File: config.mk
export PLATFORM = sky130hd
export DESIGN_NAME = ft_recovery_ctrl
export DESIGN_NICKNAME = d
export VERILOG_FILES = /design/src/rtl/ft_pkg.sv /design/src/rtl/ft_recovery_ctrl_restore_seq.sv /design/src/rtl/ft_recovery_ctrl.sv
export SDC_FILE = /design/constraint.sdc
export NUM_CORES = 1
export LEC_CHECK = 0
export ABC_AREA = 1
export ABC_CLOCK_PERIOD_IN_PS = 4750
export CORE_MARGIN = 1.5
export CORE_UTILIZATION = 30
export DETAILED_ROUTE_END_ITERATION = 10
export GPL_TIMING_DRIVEN = 1
export SYNTH_ARGS = -nofsm -noshare
export SYNTH_HDL_FRONTEND = slang
export SYNTH_SLANG_ARGS = --single-unit
export TNS_END_PERCENT = 1
File: constraint.sdc
create_clock -name clk_i -period 4.75 [get_ports clk_i]
set_clock_uncertainty 0.15 [all_clocks]
set_input_delay 0.95 -clock clk_i [delete_from_list [all_inputs] [get_ports clk_i]]
set_output_delay 0.95 -clock clk_i [all_outputs]
set_load 0.01 [all_outputs]
File: src/rtl/ft_pkg.sv
// Shared types and defaults for the lockstep recovery sequencer.
package ft_pkg;

  localparam int FT_ADDR_WIDTH = 5;
  localparam int FT_DATA_WIDTH = 32;
  localparam int RETRY_W       = 4;

  typedef enum logic [2:0] {
    ST_IDLE    = 3'd0,
    ST_SHIFT   = 3'd1,
    ST_HALT    = 3'd2,
    ST_RESTORE = 3'd3,
    ST_SETPC   = 3'd4,
    ST_RESUME  = 3'd5
  } ft_rec_state_t;

  // Retry counter increment that sticks at all-ones instead of wrapping.
  function automatic logic [RETRY_W-1:0] retry_sat_inc(input logic [RETRY_W-1:0] v);
    return (v == '1) ? v : v + 1'b1;
  endfunction

endpackage

File: src/rtl/ft_recovery_ctrl_restore_seq.sv
// ft_restore_seq: walks the checkpoint file once and replays it into the
// register copies. The read address steps one per cycle; the write port is
// delayed by one cycle to line up with the checkpoint's synchronous read.
//
// Handshake: start_i is a single-cycle request, honoured in any cycle.
// done_o is high during the cycle that carries the write of the last address;
// the owner moves on at the following edge.
module ft_restore_seq
  import ft_pkg::*;
#(
  parameter int ADDR_WIDTH = FT_ADDR_WIDTH,
  parameter int DATA_WIDTH = FT_DATA_WIDTH
) (
  input  logic                  clk_i,
  input  logic                  rst_i,
  input  logic                  start_i,
  input  logic [DATA_WIDTH-1:0] rdata_i,
  output logic [ADDR_WIDTH-1:0] raddr_o,
  output logic                  we_o,
  output logic [ADDR_WIDTH-1:0] waddr_o,
  output logic [DATA_WIDTH-1:0] wdata_o,
  output logic                  done_o
);

  localparam logic [ADDR_WIDTH-1:0] LAST_ADDR = '1;

  logic                  rd_act_q, rd_act_d;
  logic [ADDR_WIDTH-1:0] raddr_q, raddr_d;
  logic                  we_q, we_d;
  logic [ADDR_WIDTH-1:0] waddr_q, waddr_d;

  // Read-address walk and one-cycle write-alignment stage.
  always_comb begin
    rd_act_d = rd_act_q;
    raddr_d  = raddr_q;
    we_d     = rd_act_q;
    waddr_d  = raddr_q;
    if (start_i) begin
      rd_act_d = 1'b1;
      raddr_d  = '0;
    end else if (rd_act_q) begin
      // The address parks on the last entry rather than wrapping to 0.
      if (raddr_q == LAST_ADDR) rd_act_d = 1'b0;
      else                      raddr_d  = raddr_q + 1'b1;
    end
  end

  // Sequencer registers, cleared asynchronously so a reset aborts the replay.
  always_ff @(posedge clk_i or posedge rst_i) begin
    if (rst_i) begin
      rd_act_q <= 1'b0;
      raddr_q  <= '0;
      we_q     <= 1'b0;
      waddr_q  <= '0;
    end else begin
      rd_act_q <= rd_act_d;
      raddr_q  <= raddr_d;
      we_q     <= we_d;
      waddr_q  <= waddr_d;
    end
  end

  assign raddr_o = raddr_q;
  assign we_o    = we_q;
  assign waddr_o = waddr_q;
  // Read data already leaves the checkpoint file on a register; it is forwarded
  // in the cycle it arrives (gated by the registered enable) so each write
  // lands exactly one cycle after its read address.
  assign wdata_o = we_q ? rdata_i : '0;
  assign done_o  = we_q && (waddr_q == LAST_ADDR);

endmodule

File: src/rtl/ft_recovery_ctrl.sv
// ft_recovery_ctrl: recovery sequencer for the lockstep register file.
// On an accepted mismatch: halt cores, replay the checkpoint file, reload the
// saved PC, pulse resume. Retries are counted inside a clean window.
// Build option FT_SHIFT_EN: when defined, reaching MAX_RETRY routes the next
// recovery through a one-cycle spare-core shift; when undefined, recovery
// retries indefinitely and shift_o stays 0.
module ft_recovery_ctrl
  import ft_pkg::*;
#(
  parameter int ADDR_WIDTH   = FT_ADDR_WIDTH,
  parameter int DATA_WIDTH   = FT_DATA_WIDTH,
  parameter int HALT_CYCLES  = 2,
  parameter int MAX_RETRY    = 3,
  parameter int CLEAN_CYCLES = 64
) (
  input  logic                  clk_i,
  input  logic                  rst_i,
  input  logic                  err_i,
  input  logic [DATA_WIDTH-1:0] spc_i,
  input  logic [DATA_WIDTH-1:0] ck_rdata_i,
  output logic [ADDR_WIDTH-1:0] ck_raddr_o,
  output logic                  rf_we_o,
  output logic [ADDR_WIDTH-1:0] rf_waddr_o,
  output logic [DATA_WIDTH-1:0] rf_wdata_o,
  output logic [DATA_WIDTH-1:0] pc_o,
  output logic                  pc_we_o,
  output logic                  halt_o,
  output logic                  resume_o,
  output logic                  shift_o,
  output logic                  busy_o,
  output logic [RETRY_W-1:0]    retry_cnt_o
);

  localparam int HALT_W  = 4;
  localparam int CLEAN_W = $clog2(CLEAN_CYCLES + 1);
  localparam logic [HALT_W-1:0]  HALT_LAST  = HALT_W'(HALT_CYCLES - 1);
  localparam logic [CLEAN_W-1:0] CLEAN_LAST = CLEAN_W'(CLEAN_CYCLES - 1);
  localparam logic [RETRY_W-1:0] RETRY_MAX  = RETRY_W'(MAX_RETRY);

  ft_rec_state_t         state_q, state_d;
  logic [RETRY_W-1:0]    retry_q, retry_d;
  logic [CLEAN_W-1:0]    clean_q, clean_d;
  logic [HALT_W-1:0]     halt_cnt_q, halt_cnt_d;
  logic [DATA_WIDTH-1:0] pc_cap_q, pc_cap_d;
  logic [DATA_WIDTH-1:0] pc_q, pc_d;
  logic                  pc_we_q, pc_we_d;
  logic                  halt_q, halt_d;
  logic                  resume_q, resume_d;
  logic                  shift_q, shift_d;
  logic                  busy_q, busy_d;

  logic restore_start;
  logic restore_done;
  logic retry_at_max;
  logic shift_take;

  assign retry_at_max = (retry_q == RETRY_MAX);
`ifdef FT_SHIFT_EN
  assign shift_take = retry_at_max;
`else
  // Shift path disabled: the limit comparison is tied off, so recovery
  // always goes straight to HALT.
  assign shift_take = retry_at_max & 1'b0;
`endif

  // Next-state, retry/clean bookkeeping and PC capture.
  always_comb begin
    state_d       = state_q;
    retry_d       = retry_q;
    clean_d       = clean_q;
    halt_cnt_d    = halt_cnt_q;
    pc_cap_d      = pc_cap_q;
    restore_start = 1'b0;
    case (state_q)
      ST_IDLE: begin
        if (err_i) begin
          pc_cap_d   = spc_i;
          clean_d    = '0;
          halt_cnt_d = '0;
          if (shift_take) begin
            state_d = ST_SHIFT;
            retry_d = '0;
          end else begin
            state_d = ST_HALT;
            retry_d = retry_sat_inc(retry_q);
          end
        end else if (clean_q == CLEAN_LAST) begin
          clean_d = '0;
          retry_d = '0;
        end else begin
          clean_d = clean_q + 1'b1;
        end
      end
      ST_SHIFT: begin
        // The recovery run on the fresh core is the first retry of its window.
        state_d = ST_HALT;
        retry_d = retry_sat_inc(retry_q);
      end
      ST_HALT: begin
        if (halt_cnt_q == HALT_LAST) begin
          state_d       = ST_RESTORE;
          restore_start = 1'b1;
        end else begin
          halt_cnt_d = halt_cnt_q + 1'b1;
        end
      end
      ST_RESTORE: begin
        if (restore_done) state_d = ST_SETPC;
      end
      ST_SETPC:  state_d = ST_RESUME;
      ST_RESUME: state_d = ST_IDLE;
      default:   state_d = ST_IDLE;
    endcase
  end

  // Registered outputs decoded from the state being entered.
  always_comb begin
    halt_d   = (state_d == ST_SHIFT) || (state_d == ST_HALT) ||
               (state_d == ST_RESTORE) || (state_d == ST_SETPC);
    busy_d   = (state_d != ST_IDLE);
    resume_d = (state_d == ST_RESUME);
    pc_we_d  = (state_d == ST_SETPC);
    pc_d     = (state_d == ST_SETPC) ? pc_cap_q : pc_q;
`ifdef FT_SHIFT_EN
    shift_d  = (state_d == ST_SHIFT);
`else
    shift_d  = 1'b0;
`endif
  end

  // State and output registers with asynchronous clear.
  always_ff @(posedge clk_i or posedge rst_i) begin
    if (rst_i) begin
      state_q    <= ST_IDLE;
      retry_q    <= '0;
      clean_q    <= '0;
      halt_cnt_q <= '0;
      pc_cap_q   <= '0;
      pc_q       <= '0;
      pc_we_q    <= 1'b0;
      halt_q     <= 1'b0;
      resume_q   <= 1'b0;
      shift_q    <= 1'b0;
      busy_q     <= 1'b0;
    end else begin
      state_q    <= state_d;
      retry_q    <= retry_d;
      clean_q    <= clean_d;
      halt_cnt_q <= halt_cnt_d;
      pc_cap_q   <= pc_cap_d;
      pc_q       <= pc_d;
      pc_we_q    <= pc_we_d;
      halt_q     <= halt_d;
      resume_q   <= resume_d;
      shift_q    <= shift_d;
      busy_q     <= busy_d;
    end
  end

  ft_restore_seq #(
    .ADDR_WIDTH (ADDR_WIDTH),
    .DATA_WIDTH (DATA_WIDTH)
  ) u_restore_seq (
    .clk_i   (clk_i),
    .rst_i   (rst_i),
    .start_i (restore_start),
    .rdata_i (ck_rdata_i),
    .raddr_o (ck_raddr_o),
    .we_o    (rf_we_o),
    .waddr_o (rf_waddr_o),
    .wdata_o (rf_wdata_o),
    .done_o  (restore_done)
  );

  assign pc_o        = pc_q;
  assign pc_we_o     = pc_we_q;
  assign halt_o      = halt_q;
  assign resume_o    = resume_q;
  assign shift_o     = shift_q;
  assign busy_o      = busy_q;
  assign retry_cnt_o = retry_q;

endmodule

Word level (Yosys, flattened, before mapping)
Cells that the tools add are included.
{ "totals": {"output_inout_bits": 84, "regBits": 98, "input_bits": 67, "elab_cells": 71} }
{ "op_classes": {"n_mux": 22, "addsub": 4, "reduce_logical": 13, "eq_ne": 18} }
{ "ops": {"columns": ["op", "count"], "rows": [
  ["32-bit two-way mux", 1],
  ["4-bit two-way mux", 5],
  ["4-bit case mux with 2 select lines", 2],
  ["5-bit two-way mux", 3],
  ["3-bit case mux with 5 select lines", 1],
  ["7-bit two-way mux", 2],
  ["3-bit by 2-bit equality test with 1-bit output, second input constant", 4],
  ["5-bit equality test, second input constant", 2],
  ["3-bit equality test, second input constant", 3],
  ["3-bit two-way mux", 3],
  ["4-bit by 1-bit adder with 4-bit output, second input constant", 2],
  ["7-bit by 1-bit adder with 7-bit output, second input constant", 1],
  ["7-bit by 6-bit equality test with 1-bit output, second input constant", 1],
  ["3-bit by 1-bit equality test with 1-bit output, second input constant", 2],
  ["2-bit inequality test, second input constant", 3],
  ["2-bit AND reduction", 3],
  ["2-bit nonzero test", 3],
  ["5-bit by 1-bit adder with 5-bit output, second input constant", 1],
  ["1-bit two-way mux", 5],
  ["4-bit by 1-bit equality test with 1-bit output, second input constant", 1],
  ["4-bit equality test, second input constant", 1],
  ["3-bit zero test", 1],
  ["1-bit logical OR", 3],
  ["3-bit inequality test, second input constant", 1],
  ["3 further kinds", 3]
]} }

Logic depth before layout (Yosys ltp)
{ "logic_depth": {"depth_word": 8, "depth_mapped": 9, "ltp_nobuf": 9} }

Hierarchy
Synthesis repeated with hierarchy kept, for this count alone.
{ "hier_totals": {"cells_unflattened": 511, "hier_area_um2": 4316.6} }
{ "modules_own_cells": {"columns": ["module", "seq_area_each_um2", "area_each_um2", "instances", "cells_each"], "rows": [
  ["ft_recovery_ctrl", 2152.1, 3547.2, 1, 399],
  ["ft_restore_seq", 300.3, 769.5, 1, 112]
]} }

Worst setup path before layout
No wires, ideal clock.
{ "synth_timing": {"path_type": "input-to-output", "start": "input port ck_rdata_i[0]", "end": "output port rf_wdata_o[0]", "slack_ns": 2.569, "required_time_ns": 3.650, "n_path_buf": 0, "arrival_ns": 1.081, "path_stages": 2, "path_cell_list": "nand2_1 > inv_1"} }
{ "synth_via": {"elab_chain_len": 1} }
{ "synth_lines": {"columns": ["item", "line", "source"], "rows": [
  ["from (decl)", "ft_recovery_ctrl.sv:20", "input logic [DATA_WIDTH-1:0] ck_rdata_i,"],
  ["32-bit two-way mux", "ft_recovery_ctrl_restore_seq.sv:69", "assign wdata_o = we_q ? rdata_i : '0;"],
  ["to (decl)", "ft_recovery_ctrl.sv:24", "output logic [DATA_WIDTH-1:0] rf_wdata_o,"]
]} }
Every way passes these cells.

Worst setup path after layout
{ "layout_timing": {"start": "register u_restore_seq.we_q, in the netlist u_restore_seq.we_o", "end": "output port rf_wdata_o[27]"} }
{ "layout_via": {"elab_chain_len": 1} }
{ "layout_lines": {"columns": ["item", "line", "source"], "rows": [
  ["from (decl)", "ft_recovery_ctrl_restore_seq.sv:29", "logic we_q, we_d;"],
  ["from (signal assigned)", "ft_recovery_ctrl_restore_seq.sv:58", "we_q <= we_d;"],
  ["32-bit two-way mux", "ft_recovery_ctrl_restore_seq.sv:69", null]
]} }
Every way passes these cells.

==> results.toml <==
[global_route]
grt_pass1_wl_microns = 17100
antenna_found_initial = 0
grt_max_degree = 55
grt_busiest_layer = "met2"
grt_pass1_vias = 3554
overflow = 0
use_met3 = 0.0408
gr-usage-all-layers = 0.144
grtUsageMet1 = 0.185
met2_usage = 0.236

[logic_synthesis]
synthesis.nets = 583
synth_commonest_cells = "nand2_1 (184), dfrtp_1 (98), inv_1 (67)"
synth_most_common_cell = "nand2_1"
synth_cells = 510
yosys.area_share.adder = 0.0172
avgSynthCellArea_sq_um = 8.58
yosys.area.top_type = "dfrtp_1"
synth_top_family_by_area = "simple AND/OR/NAND/NOR gates"
synth_enable_flop_cells = 0
yosysWarnings = 0
synth_area_leaders = "dfrtp_1 (56%), nand2_1 (16%), inv_1 (5.7%)"
synth_xor_area_frac = 0.0100
synth.top_cell.area_share = 0.560
muxShareOfSynthArea = 0
synth_cell_types = 32
synth_ff_type = "dfrtp_1"
ys_ff_latch = 98
synthArstFlopShare = 1.00
synth_compound_area_frac = 0.0669
syn_area_sq_mm = 0.00438
synth_simple_gate_area_share = 0.248
seq_area_frac_synth = 0.560

[finish]
drive_above_1_share = 0.0653
fin_nets = 726
post-route-cell-area_sq_mm = 0.00631
insertedDiodeCount = 0
area_delta_synth_final_pct = 44.2

[critical_path]
end_kind = "primary output"
criticalPathCategory = "flop to primary output"
cp.required_ns = 3.65
crit_arrival_ns = 2.13
cp_max_fo = 34
crit_path_start_kind = "flop"

[route]
final_antenna_net_count = 0
drtIter0Drc = 180
first_pass_iters = 4
wl_per_cell_microns = 12.5
drt-total-wl_microns = 10500
drt-vias-per-instance = 4.29
drcViolationCount = 0
vias = 3595

[sta]
setup_tns_ns = 0
rsz0062_at_grt = "false"
finalCritPeriodShare = 0.681
setup_viol = 0
relSlewSlack = 0.347
hold_viol = 0
period_needed_ns = 3.23
fmax_mhz = 309
worst_pin_slew_ns = 0.976
slew_violations = 0

[flow_run]
cap_viol_max_count = 0

[placement]
gp_congestion = 0.785
port_buffers = 149
dp_hpwl_microns = 7550
place_area_sq_mm = 0.00597

[clocking]
cts_hold_buf = 0
cts_buffer_depth = 2
h-tree-depth = 3
cts_tree = "yes"
ctsRootBufferMaster = "clkbuf_16"
ctsResizeCount = 0
cts_setup_buffers = 0
clkLatencyLatePin_ns = 0.35
cts_buffers = 9
clk_pin_slew_worst_paths_ns = 0.07
clkSinkCount = 98

[run_status]
status = "finished clean"

[floorplanning]
dieArea_sq_mm = 0.0153
die_w_microns = 124
core-area_sq_mm = 0.0140
top_level_ports = 151
dieHeight_microns = 124
initial_core_util = 0.312
row_count = 43

[pwr]
max-vdd-ir-drop_v = 0.000402
power.density_mw_per_mm2 = 486
p_leak_uw = 0.00324

[hold_path]
worstHoldPathType = "flop to flop"
state kept, by name (all words and copies together), names as in the netlist:
name	flops
u_restore_seq.rd_act_q	1
busy_o	1
pc_o	32
halt_cnt_q	4
pc_cap_q	32
clean_q	7
u_restore_seq.waddr_o	5
state_q	3
u_restore_seq.raddr_o	5
u_restore_seq.we_o	1
pc_we_o	1
retry_cnt_o	4
resume_o	1
halt_o	1
layout by cell type, fill, tap and decap left out, types with 6 or more instances in the layout:
| cell | synthesis | final |
|---|---|---|
| nand2_1 | 184 | 184 |
| clkdlybuf4s50_1 | 0 | 149 |
| dfrtp_1 | 98 | 98 |
| inv_1 | 67 | 66 |
| nand3_1 | 35 | 35 |
| nor2_1 | 30 | 30 |
| o21ai_0 | 12 | 12 |
| a21oi_2 | 11 | 11 |
| clkbuf_16 | 0 | 9 |
| a21oi_1 | 7 | 7 |
| o21ai_1 | 7 | 7 |
| ha_1 | 6 | 6 |
where the power goes:
part,leakage (uW),internal (uW),switching (uW)
Sequential,0.00119,1040,172
Clock,0.000167,517,318
Combinational,0.00189,488,532
Total,0.00324,2040,1020
layout make-up:
cell class	instances	area (sq um)
inverter	70	268
timing repair buffer	153	1520
tap	180	225
clock inverter	6	113
multi-input combinational	321	1500
sequential	98	2450
clock buffer	10	229
fill	1357	7730
layer usage:
metal	part of all wire	wire length (microns)
met5	0	0
met3	0.045	467
met1	0.45	4720
met4	0.015	156
met2	0.49	5110
logic make-up (layout without fill, tap and decap cells):
group	count (synthesis)	count (layout)
flip-flops	98	98
AND/OR/NAND/NOR	264	264
AO/OA/AOI/OAI	45	45
other	1	1
XOR/XNOR	5	5
buffers and inverters	91	239
adder cells (fa/ha/maj)	6	6
metrics by stage:
stage	hold slack (ns)	cells	utilization	total power (uW)	setup WS, ns
floorplan	0.204	510	-	1800	1.09
global placement	0.222	822	0.425	2220	1.54
detailed placement	0.223	822	0.425	2260	1.53
CTS	0.240	838	0.449	3120	1.49
global route	0.251	838	0.449	3290	1.34
finish	0.239	838	0.449	3070	1.52
critical path, cell delays in order, from the launching register on:
cell and delay [ns]:
dfrtp_1 0.98, nand2_1 0.16, inv_1 0.10, clkdlybuf4s50_1 0.53
worst paths after layout:
check,from,depth (start not counted),endpoint,slack (ns)
max,u_restore_seq.we_o,3,rf_wdata_o[27],1.52
min,u_restore_seq.rd_act_q,0,u_restore_seq.we_o,0.24
max reg2reg,u_restore_seq.we_o,6,pc_o[7],2.44
min reg2reg,u_restore_seq.rd_act_q,0,u_restore_seq.we_o,0.24
max in group asynchronous,rst_i,3,pc_cap_q[8],2.98
min in group asynchronous,rst_i,3,pc_o[29],0.96
No activity file was read; power rests on OpenSTA's default activity.
